$ cat config.mk
export PLATFORM = sky130hd
export DESIGN_NAME = stopwatch_core
export DESIGN_NICKNAME = d
export VERILOG_FILES = /design/src/rtl/stopwatch_core.sv
export SDC_FILE = /design/constraint.sdc
export NUM_CORES = 1
export LEC_CHECK = 0
export CAP_MARGIN = 20
export CORE_MARGIN = 4
export CORE_UTILIZATION = 35
export DETAILED_ROUTE_END_ITERATION = 8
export DONT_BUFFER_PORTS = 1
export PLACE_DENSITY_LB_ADDON = 0.25
export SLEW_MARGIN = 5
export SYNTH_ARGS = -nofsm -noshare
export SYNTH_HDL_FRONTEND = slang
export SYNTH_SLANG_ARGS = --single-unit
$ cat constraint.sdc
create_clock -name clk -period 2.65 [get_ports clk]
set_input_delay 0.6625 -clock clk [delete_from_list [all_inputs] [get_ports clk]]
set_output_delay 0.6625 -clock clk [all_outputs]
set_load 0.05 [all_outputs]
$ cat src/rtl/stopwatch_core.sv
// stopwatch_core: mm:ss.t stopwatch counting 0.1 s steps derived from a
// tick_in strobe, with run/stop, lap-freeze and clear commands.
//
// Ports
//   clk        system clock; all state updates on its rising edge
//   rst_n      synchronous active-low reset
//   tick_in    tick square wave (clk domain); each rising edge is one tick
//   start_stop start/stop command level (rising edge = command)
//   lap        lap command level (rising edge = command)
//   clear      clear command level (rising edge = command, honoured in STOP)
//   tenths     displayed tenths, BCD 0..9
//   secs_ones  displayed seconds units, BCD 0..9
//   secs_tens  displayed seconds tens, 0..5
//   mins_ones  displayed minutes units, BCD 0..9
//   mins_tens  displayed minutes tens, 0..5
//   running    high in RUN or LAP
//   lap_hold   high in LAP (display frozen)
//   wrap       one-cycle pulse after the 59:59.9 -> 00:00.0 rollover
`timescale 1ns/1ps
module stopwatch_core #(
    parameter int unsigned TICKS_PER_TENTH = 2
) (
    input  logic       clk,
    input  logic       rst_n,
    input  logic       tick_in,
    input  logic       start_stop,
    input  logic       lap,
    input  logic       clear,
    output logic [3:0] tenths,
    output logic [3:0] secs_ones,
    output logic [2:0] secs_tens,
    output logic [3:0] mins_ones,
    output logic [2:0] mins_tens,
    output logic       running,
    output logic       lap_hold,
    output logic       wrap
);

    localparam logic [7:0] PRE_MAX = 8'(TICKS_PER_TENTH - 1);

    typedef enum logic [1:0] {
        S_IDLE,
        S_RUN,
        S_LAP,
        S_STOP
    } state_t;

    state_t     state_q, state_d;

    // Input history; reset to 1 so levels held through reset are not edges.
    logic       tick_h_q, ss_h_q, lap_h_q, clr_h_q;
    logic       tick_edge, ss_edge, lap_edge, clr_edge;

    logic [7:0] pre_q, pre_d;

    logic [3:0] cnt_t_q, cnt_t_d;
    logic [3:0] cnt_so_q, cnt_so_d;
    logic [2:0] cnt_st_q, cnt_st_d;
    logic [3:0] cnt_mo_q, cnt_mo_d;
    logic [2:0] cnt_mt_q, cnt_mt_d;

    logic [3:0] dsp_t_q, dsp_t_d;
    logic [3:0] dsp_so_q, dsp_so_d;
    logic [2:0] dsp_st_q, dsp_st_d;
    logic [3:0] dsp_mo_q, dsp_mo_d;
    logic [2:0] dsp_mt_q, dsp_mt_d;

    logic       running_q, running_d;
    logic       lap_hold_q, lap_hold_d;
    logic       wrap_q, wrap_d;

    logic       counting;
    logic       clear_now;

    assign tick_edge = tick_in    & ~tick_h_q;
    assign ss_edge   = start_stop & ~ss_h_q;
    assign lap_edge  = lap        & ~lap_h_q;
    assign clr_edge  = clear      & ~clr_h_q;

    assign counting  = (state_q == S_RUN) || (state_q == S_LAP);
    assign clear_now = (state_q == S_STOP) && clr_edge;

    always_comb begin
        state_d = state_q;
        unique case (state_q)
            S_IDLE: if (ss_edge) state_d = S_RUN;
            S_RUN: begin
                if (ss_edge)       state_d = S_STOP;
                else if (lap_edge) state_d = S_LAP;
            end
            S_LAP: begin
                if (ss_edge)       state_d = S_STOP;
                else if (lap_edge) state_d = S_RUN;
            end
            S_STOP: begin
                if (clr_edge)     state_d = S_IDLE;
                else if (ss_edge) state_d = S_RUN;
            end
            default: state_d = S_IDLE;
        endcase
    end

    // Counting depends on the current state only, so the tick that arrives
    // alongside a stop command is still counted.
    always_comb begin
        pre_d    = pre_q;
        cnt_t_d  = cnt_t_q;
        cnt_so_d = cnt_so_q;
        cnt_st_d = cnt_st_q;
        cnt_mo_d = cnt_mo_q;
        cnt_mt_d = cnt_mt_q;
        wrap_d   = 1'b0;

        if (counting && tick_edge) begin
            if (pre_q == PRE_MAX) begin
                pre_d = '0;
                if (cnt_t_q != 4'd9) begin
                    cnt_t_d = cnt_t_q + 4'd1;
                end else begin
                    cnt_t_d = '0;
                    if (cnt_so_q != 4'd9) begin
                        cnt_so_d = cnt_so_q + 4'd1;
                    end else begin
                        cnt_so_d = '0;
                        if (cnt_st_q != 3'd5) begin
                            cnt_st_d = cnt_st_q + 3'd1;
                        end else begin
                            cnt_st_d = '0;
                            if (cnt_mo_q != 4'd9) begin
                                cnt_mo_d = cnt_mo_q + 4'd1;
                            end else begin
                                cnt_mo_d = '0;
                                if (cnt_mt_q != 3'd5) begin
                                    cnt_mt_d = cnt_mt_q + 3'd1;
                                end else begin
                                    cnt_mt_d = '0;
                                    wrap_d   = 1'b1;
                                end
                            end
                        end
                    end
                end
            end else begin
                pre_d = pre_q + 8'd1;
            end
        end

        if (clear_now) begin
            pre_d    = '0;
            cnt_t_d  = '0;
            cnt_so_d = '0;
            cnt_st_d = '0;
            cnt_mo_d = '0;
            cnt_mt_d = '0;
        end
    end

    // Display trails the count by one cycle; freezing keys off the next
    // state so the value shown at LAP entry is the one held.
    always_comb begin
        if (clear_now) begin
            dsp_t_d  = '0;
            dsp_so_d = '0;
            dsp_st_d = '0;
            dsp_mo_d = '0;
            dsp_mt_d = '0;
        end else if (state_d == S_LAP) begin
            dsp_t_d  = dsp_t_q;
            dsp_so_d = dsp_so_q;
            dsp_st_d = dsp_st_q;
            dsp_mo_d = dsp_mo_q;
            dsp_mt_d = dsp_mt_q;
        end else begin
            dsp_t_d  = cnt_t_q;
            dsp_so_d = cnt_so_q;
            dsp_st_d = cnt_st_q;
            dsp_mo_d = cnt_mo_q;
            dsp_mt_d = cnt_mt_q;
        end
        running_d  = (state_d == S_RUN) || (state_d == S_LAP);
        lap_hold_d = (state_d == S_LAP);
    end

    always_ff @(posedge clk) begin
        if (!rst_n) begin
            state_q    <= S_IDLE;
            tick_h_q   <= 1'b1;
            ss_h_q     <= 1'b1;
            lap_h_q    <= 1'b1;
            clr_h_q    <= 1'b1;
            pre_q      <= '0;
            cnt_t_q    <= '0;
            cnt_so_q   <= '0;
            cnt_st_q   <= '0;
            cnt_mo_q   <= '0;
            cnt_mt_q   <= '0;
            dsp_t_q    <= '0;
            dsp_so_q   <= '0;
            dsp_st_q   <= '0;
            dsp_mo_q   <= '0;
            dsp_mt_q   <= '0;
            running_q  <= 1'b0;
            lap_hold_q <= 1'b0;
            wrap_q     <= 1'b0;
        end else begin
            state_q    <= state_d;
            tick_h_q   <= tick_in;
            ss_h_q     <= start_stop;
            lap_h_q    <= lap;
            clr_h_q    <= clear;
            pre_q      <= pre_d;
            cnt_t_q    <= cnt_t_d;
            cnt_so_q   <= cnt_so_d;
            cnt_st_q   <= cnt_st_d;
            cnt_mo_q   <= cnt_mo_d;
            cnt_mt_q   <= cnt_mt_d;
            dsp_t_q    <= dsp_t_d;
            dsp_so_q   <= dsp_so_d;
            dsp_st_q   <= dsp_st_d;
            dsp_mo_q   <= dsp_mo_d;
            dsp_mt_q   <= dsp_mt_d;
            running_q  <= running_d;
            lap_hold_q <= lap_hold_d;
            wrap_q     <= wrap_d;
        end
    end

    assign tenths    = dsp_t_q;
    assign secs_ones = dsp_so_q;
    assign secs_tens = dsp_st_q;
    assign mins_ones = dsp_mo_q;
    assign mins_tens = dsp_mt_q;
    assign running   = running_q;
    assign lap_hold  = lap_hold_q;
    assign wrap      = wrap_q;

endmodule

==> results of run 1 <==
-- final cells by class --
cell class                      count  area [um2]  share of cell area (%)
Sequential cell                    53        1060                    42.0
Inverter                            9        33.8                    1.34
Multi-Input combinational cell    178        1210                    47.8
Clock buffer                        7        86.3                    3.42
Tap cell                           77        96.3                    3.81
Timing Repair Buffer                4        42.5                    1.68
-- per-layer routing --
metal,vias to the layer above,track usage [%],part of all wire (%)
met5,-,0,0
met4,0,4.97,2.1
met3,7,4.08,5.3
met2,24,15.8,41
met1,706,15.1,51
li1,857,-,-
-- worst max-delay path: stages, from the launching register on --
cell,delay (ps)
dfxtp_1,400
inv_1,80
ha_1,270
and3b_1,350
and3_1,380
nand4_2,190
or3b_1,400
a21oi_2,130
-- metrics by stage --
step           total power (W)  util, %  cell area (um2)
2_1_floorplan         0.000853        -             2370
3_3_place_gp          0.000861     37.8             2440
3_5_place_dp          0.000861     37.8             2440
4_1_cts                0.00133     39.1             2530
5_1_grt                0.00137     39.1             2530
6_report               0.00130     39.1             2530
-- worst paths after layout --
kind / cells past startpoint / slack [ps] / end
min reg2reg: 2 / 500 / pre_q[5]$_SDFFE_PP0N_
max reg2reg: 7 / 380 / cnt_mt_q[2]$_SDFFE_PP0P_
max: 7 / 380 / cnt_mt_q[2]$_SDFFE_PP0P_
min: 1 / 430 / lap_h_q$_SDFF_PN1_
-- flip-flops by register name, indices dropped and copies added, names as in the netlist --
name,cells
wrap,1
tenths,4
lap_hold,1
cnt_mt_q,3
ss_h_q,1
secs_tens,3
running,1
clr_h_q,1
mins_tens,3
mins_ones,4
cnt_so_q,4
state_q,2
pre_q,8
tick_h_q,1
cnt_mo_q,4
lap_h_q,1
secs_ones,4
cnt_st_q,3
cnt_t_q,4
-- cell usage in the layout (no fill, tap or decap), drive strengths merged, types with 3 or more instances in the layout --
cell type	Yosys	layout
a21oi	14	14
a31oi	4	4
buf	4	4
clkbuf	7	7
dfxtp	53	53
ha	8	8
inv	9	9
mux2i	22	22
nand2	15	15
nand2b	7	7
nand3	7	7
nand3b	3	3
nand4	6	6
nor2	39	39
nor2b	6	6
nor3	4	4
o21ai	7	7
or3	4	4
xnor2	5	5
xor2	8	8
-- where the power goes --
part,switching [W],internal [W],total (W)
logic,0.0000218,0.0000126,0.0000344
clock network,0.000255,0.000208,0.000463
registers,0.00000584,0.000801,0.000807
-- logic make-up after synthesis --
family                     Yosys count  synth area share [%]
AOI/OAI and AO/OA                   28                  6.65
muxes                               22                  9.29
buffers and inverters               20                  4.49
xor gates and xnor gates            13                  4.80
and+or+nand+nor                    107                  25.8
adders and majority gates            8                  4.22
DFF                                 53                  44.7
==> flow_summary.json, run 1 <==
{
  "status": "finished clean",
  "postSynthAreaPerCell_um2": 9.45,
  "synth_cell_types": 44,
  "fin_cells": 328,
  "cts_tree": "yes",
  "vias": 1594,
  "worstPathMaxFanout": 9,
  "cts_hold_buf": 0,
  "finalSetupTns_ps": 0,
  "post-synth-top-count-cell": "dfxtp_1",
  "hold_violations": 0,
  "grt_usage_pct": 11.2,
  "critPathRequiredTime_ps": 2890,
  "hold_path_class": "input pin to register",
  "numCtsBuffers": 5,
  "synth_edf_count": 0,
  "syn2layout_area_growth_pct": 6.60,
  "numPortBuffers": 0,
  "drc_errors": 0,
  "grt_setup_unrepaired": "false",
  "critical_path_arrival_ps": 2510,
  "min_period_ps": 2270,
  "yosysWarnings": 0,
  "synth_top_area_cell": "dfxtp_1",
  "p_leak_nw": 0.885,
  "synth_top_area_share_pct": 44.7,
  "die_w_um": 90.3,
  "place_inst": 321,
  "slew_viol_final": 0,
  "grt_pass1_vias": 1496,
  "ctsResizeCount": 0,
  "clock-root-buffer": "clkbuf_8",
  "place_hpwl_mm": 2.93,
  "core_area_mm2": 0.00646,
  "start_util_pct": 36.7,
  "drt_iter0_drc": 67,
  "setup_viol": 0,
  "synth.area.top_cells": "dfxtp_1 45%, mux2i_1 9.3%, nor2_1 6.2%",
  "finalWirelength_mm": 4.20,
  "clk_pin_slew_worst_paths_ps": 90,
  "yosys-top-cells-count": "53 x dfxtp_1, 39 x nor2_1, 22 x mux2i_1",
  "netlist_instances": 251,
  "synthesis.area_mm2": 0.00237,
  "h-tree-depth": 2,
  "finalClockSkew_ps": 10.0,
  "diodes": 0,
  "cts_buffer_depth": 2,
  "fill_cells": 661,
  "fp-row-count": 29,
  "power_density_mw_per_mm2": 516,
  "clkLatencyLatePin_ps": 310,
  "die_h_um": 90.3,
  "critical_path_class": "register to register",
  "worst_slack_ps": 378,
  "max_freq_mhz": 440,
  "tightest_slew_ps": 537,
  "finalWeightedCongestion": 0.813,
  "endpoint_kind": "register",
  "async_flop_share_pct": 0,
  "grt_max_degree": 27,
  "drtAntennaViolNets": 0,
  "io-pin-count": 27,
  "cp-startpoint": "state_q[0]$_SDFF_PN0_",
  "fin_nets": 265,
  "fin_hold_ws_ps": 428,
  "reg2reg_from": "state_q[0]$_SDFF_PN0_",
  "globalRouteOverflowTotal": 0,
  "antenna_found_initial": 0,
  "grt_pass1_wl_mm": 7.48,
  "worst_slew_margin_rel_pct": 64.2,
  "drive_gt1_share_pct": 8.76,
  "drt-pass1-iter-count": 4,
  "hold_start": "rst_n",
  "cts.sinks": 53,
  "routedWlPerCell_um": 12.8,
  "vdd_ir_drop_max_uv": 176,
  "period_share_pct": 85.7,
  "synth_ff_type": "dfxtp_1",
  "seq_area_frac_synth_pct": 44.7,
  "cap_violations": 0,
  "worstSetupStartpointType": "register",
  "dieArea_mm2": 0.00815,
  "post-cts-setup-buffer-count": 0,
  "dpl_worst_slack_ps": 352,
  "viasPerCell": 4.86,
  "synth_nets": 265,
  "ys_ff_latch": 53
}
Power figures use the tool's default switching activity.
==> inputs of run 2 (changes only) <==
- MAX_ROUTING_LAYER: default -> met4
==> flow_summary.json, run 2 (synthesis gave the netlist of run 1 again) <==
{
  "fp-row-count": 29,
  "clock-root-buffer": "clkbuf_8",
  "dpl_worst_slack_ps": 352,
  "fin_hold_ws_ps": 428,
  "vdd_ir_drop_max_uv": 178,
  "finalSetupTns_ps": 0,
  "drt_iter0_drc": 56,
  "grt_pass1_wl_mm": 7.49,
  "reg2reg_to": "cnt_mt_q[2]$_SDFFE_PP0P_",
  "drive_gt1_share_pct": 8.76,
  "dieArea_mm2": 0.00815,
  "critical_path_class": "register to register",
  "drtAntennaViolNets": 0,
  "globalRouteOverflowTotal": 0,
  "clkLatencyLatePin_ps": 310,
  "h-tree-depth": 2,
  "critPathRequiredTime_ps": 2890,
  "start_util_pct": 36.7,
  "ctsResizeCount": 0,
  "core_area_mm2": 0.00646,
  "final_cell_mix": "53 x dfxtp_1, 39 x nor2_1, 22 x mux2i_1, 14 x nand2_1, 13 x a21oi_1",
  "period_share_pct": 85.8,
  "ff2ff_setup_slack_ps": 380,
  "die_h_um": 90.3,
  "p_leak_nw": 0.885,
  "placed_cell_area_mm2": 0.00244,
  "diodes": 0,
  "totalPowerFinal_w": 0.00131,
  "post-cts-setup-buffer-count": 0,
  "max_freq_mhz": 440,
  "cts.sinks": 53,
  "routedWlPerCell_um": 12.9,
  "whs_path_depth": 1,
  "reg2reg_from": "state_q[0]$_SDFF_PN0_",
  "status": "finished clean",
  "grt_pass1_vias": 1497,
  "power_density_mw_per_mm2": 517,
  "antenna_found_initial": 0,
  "clk_pin_slew_worst_paths_ps": 90,
  "cts_tree": "yes",
  "worstSetupStartpointType": "register",
  "fin_nets": 265,
  "worst_slew_margin_rel_pct": 64.5,
  "endpoint_kind": "register",
  "cts_hold_buf": 0,
  "hold_path_class": "input pin to register",
  "viasPerCell": 4.84,
  "finalClockSkew_ps": 9.59,
  "worst_slack_ps": 376,
  "die_w_um": 90.3,
  "syn2layout_area_growth_pct": 6.60,
  "cap_violations": 0,
  "worstPathMaxFanout": 9,
  "final_common_cell": "dfxtp_1",
  "finalWirelength_mm": 4.23,
  "critical_path_arrival_ps": 2520,
  "setup_viol": 0,
  "whs_endpoint": "lap_h_q$_SDFF_PN1_",
  "min_period_ps": 2270,
  "multi_input_area_mm2": 0.00121,
  "reg2regPathDepth": 7,
  "finalWeightedCongestion": 0.825,
  "numPortBuffers": 0,
  "fill_cells": 661,
  "final_area_mm2": 0.00253,
  "numCtsBuffers": 5,
  "io-pin-count": 27,
  "hold_violations": 0,
  "grt_setup_unrepaired": "false",
  "largest_register_ffs": 8,
  "place_hpwl_mm": 2.93,
  "tightest_slew_ps": 532,
  "grt_usage_pct": 11.5,
  "drc_errors": 0,
  "vias": 1586,
  "final-seq-area_mm2": 0.00106,
  "slew_viol_final": 0,
  "drt-pass1-iter-count": 4,
  "largest_register": "pre_q",
  "cts_buffer_depth": 2,
  "grt_max_degree": 27,
  "hold_start": "rst_n"
}
-- run 2: worst max-delay path by stage --
stage	from	cells past startpoint	end	slack (ps)
6_report	state_q[0]$_SDFF_PN0_	7	cnt_mt_q[2]$_SDFFE_PP0P_	380
3_3_place_gp	state_q[0]$_SDFF_PN0_	7	cnt_mt_q[2]$_SDFFE_PP0P_	400
3_5_place_dp	state_q[0]$_SDFF_PN0_	7	cnt_mt_q[2]$_SDFFE_PP0P_	350
5_1_grt	state_q[0]$_SDFF_PN0_	7	cnt_mt_q[2]$_SDFFE_PP0P_	180
4_1_cts	state_q[0]$_SDFF_PN0_	7	cnt_mt_q[2]$_SDFFE_PP0P_	330
2_1_floorplan	start_stop	9	mins_ones[0]$_SDFFE_PP0P_	100
-- run 2: area by class of cell --
class,instances,area share (%)
flip-flops and latches,53,42.0
clock buffers,7,3.42
well taps,77,3.81
multi-input cells,178,47.8
inverters,9,1.34
repair buffers,4,1.68
-- run 2: power by group --
part	internal [W]	leakage (nW)	switching (W)	total, W
logic	0.0000126	0.413	0.0000218	0.0000344
clock network	0.000208	0.0443	0.000257	0.000465
registers	0.000801	0.428	0.00000586	0.000807
-- run 2: through the flow --
step | util [%] | cells
2_1_floorplan | - | 251
3_3_place_gp | 37.8 | 321
3_5_place_dp | 37.8 | 321
4_1_cts | 39.1 | 328
5_1_grt | 39.1 | 328
6_report | 39.1 | 328
-- run 2: metal layers --
layer  part of all wire (%)  track usage, %  vias to the layer above
li1                       -               -                      854
met1                     51            15.1                      699
met2                     41            15.8                       27
met3                    5.8            4.08                        6
met4                    2.2            4.97                        0
met5                      0               -                        -
-- run 2: worst max-delay path: stages, from the launching register on --
cell	delay, ps
dfxtp_1	410
inv_1	80
ha_1	270
and3b_1	350
and3_1	380
nand4_2	190
or3b_1	400
a21oi_2	130
==> inputs of run 3 (changes only) <==
- CORE_UTILIZATION: 35 -> 45
- clock period: 2.65 -> 1.9 ns (I/O delays scaled with it)
==> flow_summary.json, run 3 (synthesis gave the netlist of run 1 again) <==
{
  "status": "finished clean",
  "slew_viol_final": 0,
  "critical_path_arrival_ps": 2050,
  "globalRouteOverflowTotal": 0,
  "finalWeightedCongestion": 0.755,
  "hold_start": "rst_n",
  "grt_pass1_wl_mm": 7.34,
  "slowest_stage": "dfxtp_2",
  "numCtsBuffers": 5,
  "fin_cells": 343,
  "clkLatencyLatePin_ps": 310,
  "grt_max_degree": 20,
  "clk_pin_slew_worst_paths_ps": 100,
  "drc_errors": 0,
  "vias": 1715,
  "drtAntennaViolNets": 0,
  "grt_usage_pct": 14.9,
  "period_share_pct": 97.4,
  "critPathRequiredTime_ps": 2100,
  "final_common_cell": "dfxtp_1",
  "drt_iter0_drc": 42,
  "dieArea_mm2": 0.00649,
  "place_hpwl_mm": 2.86,
  "die_h_um": 80.6,
  "cap_violations": 0,
  "cts_buffer_depth": 2,
  "largest_register_ffs": 8,
  "clkPwrFrac_pct": 34.5,
  "die_w_um": 80.6,
  "place_inst": 324,
  "numPortBuffers": 0,
  "final-seq-area_mm2": 0.00107,
  "max_stage_delay_ps": 350,
  "cts_tree": "yes",
  "worstSetupStartpointType": "register",
  "final_cell_mix": "51 x dfxtp_1, 39 x nor2_1, 21 x mux2i_1, 19 x buf_4, 12 x nand2_1",
  "switchingPower_w": 0.000414,
  "cp-startpoint": "state_q[0]$_SDFF_PN0_",
  "pwr-share-comb_pct": 3.9,
  "hold_path_class": "input pin to register",
  "finalSetupTns_ps": 0,
  "vdd_ir_drop_max_uv": 394,
  "endpoint_kind": "register",
  "tightest_slew_ps": 529,
  "diodes": 0,
  "switching_share_pct": 22.7,
  "hold_violations": 0,
  "cp_num_buf_inv": 2,
  "routedWlPerCell_um": 12.6,
  "grt_setup_unrepaired": "true",
  "min_period_ps": 1850,
  "fin_util_pct": 55.6,
  "drive_gt1_share_pct": 24.2,
  "internal-power_w": 0.00141,
  "critical_path_class": "register to register",
  "fp-row-count": 26,
  "syn2layout_area_growth_pct": 19.7,
  "core_area_mm2": 0.00511,
  "worst_slew_margin_rel_pct": 64.7,
  "antenna_found_initial": 0,
  "setup_viol": 0,
  "p_leak_nw": 1.01,
  "multi_input_area_mm2": 0.00132,
  "path_cells": "buf_6, ha_4, a21oi_4, a31oi_2, a31oi_2, ha_4, buf_12, mux2i_1, nor2_1",
  "worstPathMaxFanout": 8,
  "fill_cells": 455,
  "drt-pass1-iter-count": 4,
  "h-tree-depth": 2,
  "fin_nets": 286,
  "viasPerCell": 5.00,
  "max_freq_mhz": 541,
  "finalClockSkew_ps": 12.4,
  "pwr-share-seq_pct": 61.7,
  "clock-root-buffer": "clkbuf_8",
  "largest_register": "pre_q",
  "cts.sinks": 53,
  "start_util_pct": 46.4,
  "cts_hold_buf": 0,
  "totalPowerFinal_w": 0.00182,
  "finalWirelength_mm": 4.33,
  "reg2reg_from": "state_q[0]$_SDFF_PN0_",
  "power_density_mw_per_mm2": 643,
  "io-pin-count": 27,
  "grt_pass1_vias": 1585,
  "path_delay_family": "compound AO/OA/AOI/OAI gates"
}
## run 3: cell type report
| type | count | area share (%) |
|---|---|---|
| multi-input cells | 178 | 46.6 |
| flip-flops and latches | 53 | 37.6 |
| repair buffers | 25 | 8.33 |
| well taps | 70 | 3.09 |
| clock buffers | 5 | 2.43 |
| inverters | 9 | 1.19 |
| clock inverters | 3 | 0.794 |
## run 3: final timing paths
path | end | depth (start not counted) | slack, ps
hold / removal | lap_h_q$_SDFF_PN1_ | 1 | 240
setup reg to reg | secs_tens[1]$_SDFFE_PP0P_ | 9 | 50
hold reg to reg | cnt_mt_q[1]$_SDFFE_PP0P_ | 2 | 490
setup / recovery | secs_tens[1]$_SDFFE_PP0P_ | 9 | 50
## run 3: worst register-to-register path, stage by stage, from the launching register on
cell	delay [ps]
dfxtp_2	350
buf_6	120
ha_4	160
a21oi_4	160
a31oi_2	110
a31oi_2	230
ha_4	230
buf_12	150
mux2i_1	190
nor2_1	60
## run 3: what timing repair did
action / in CTS / in global routing
setup endpoints to repair: 27 / 26
gates cloned: 0 / 0
resized for setup: 7 / 22
setup buffers: 5 / 6
pin swaps: 3 / 16
## run 3: metal layers
layer / vias to the layer above / global-route usage, % / wire (um)
li1: 901 / - / -
met1: 778 / 20.0 / 2200
met2: 27 / 21.2 / 1870
met3: 9 / 4.48 / 178
met4: 0 / 5.57 / 77
met5: - / - / 0
## run 3: power groups by stage
| stage | registers (W) | clock network (W) | logic (W) |
|---|---|---|---|
| global placement | 0.00115 | 0 | 0.0000550 |
| global route | 0.00113 | 0.000713 | 0.0000782 |
| detailed placement | 0.00115 | 0 | 0.0000551 |
| CTS | 0.00113 | 0.000665 | 0.0000613 |
| finish | 0.00112 | 0.000629 | 0.0000704 |
| floorplan | 0.00115 | 0 | 0.0000418 |
## run 3: through the flow
| stage | hold slack [ps] | setup WS, ps | area [um2] |
|---|---|---|---|
| after floorplan | 455 | -7.66 | 2410 |
| after global placement | 485 | -204 | 2520 |
| after detailed placement | 487 | -209 | 2520 |
| after CTS | 229 | -2.20 | 2710 |
| after global routing | 225 | -40.7 | 2840 |
| final | 241 | 50.1 | 2840 |
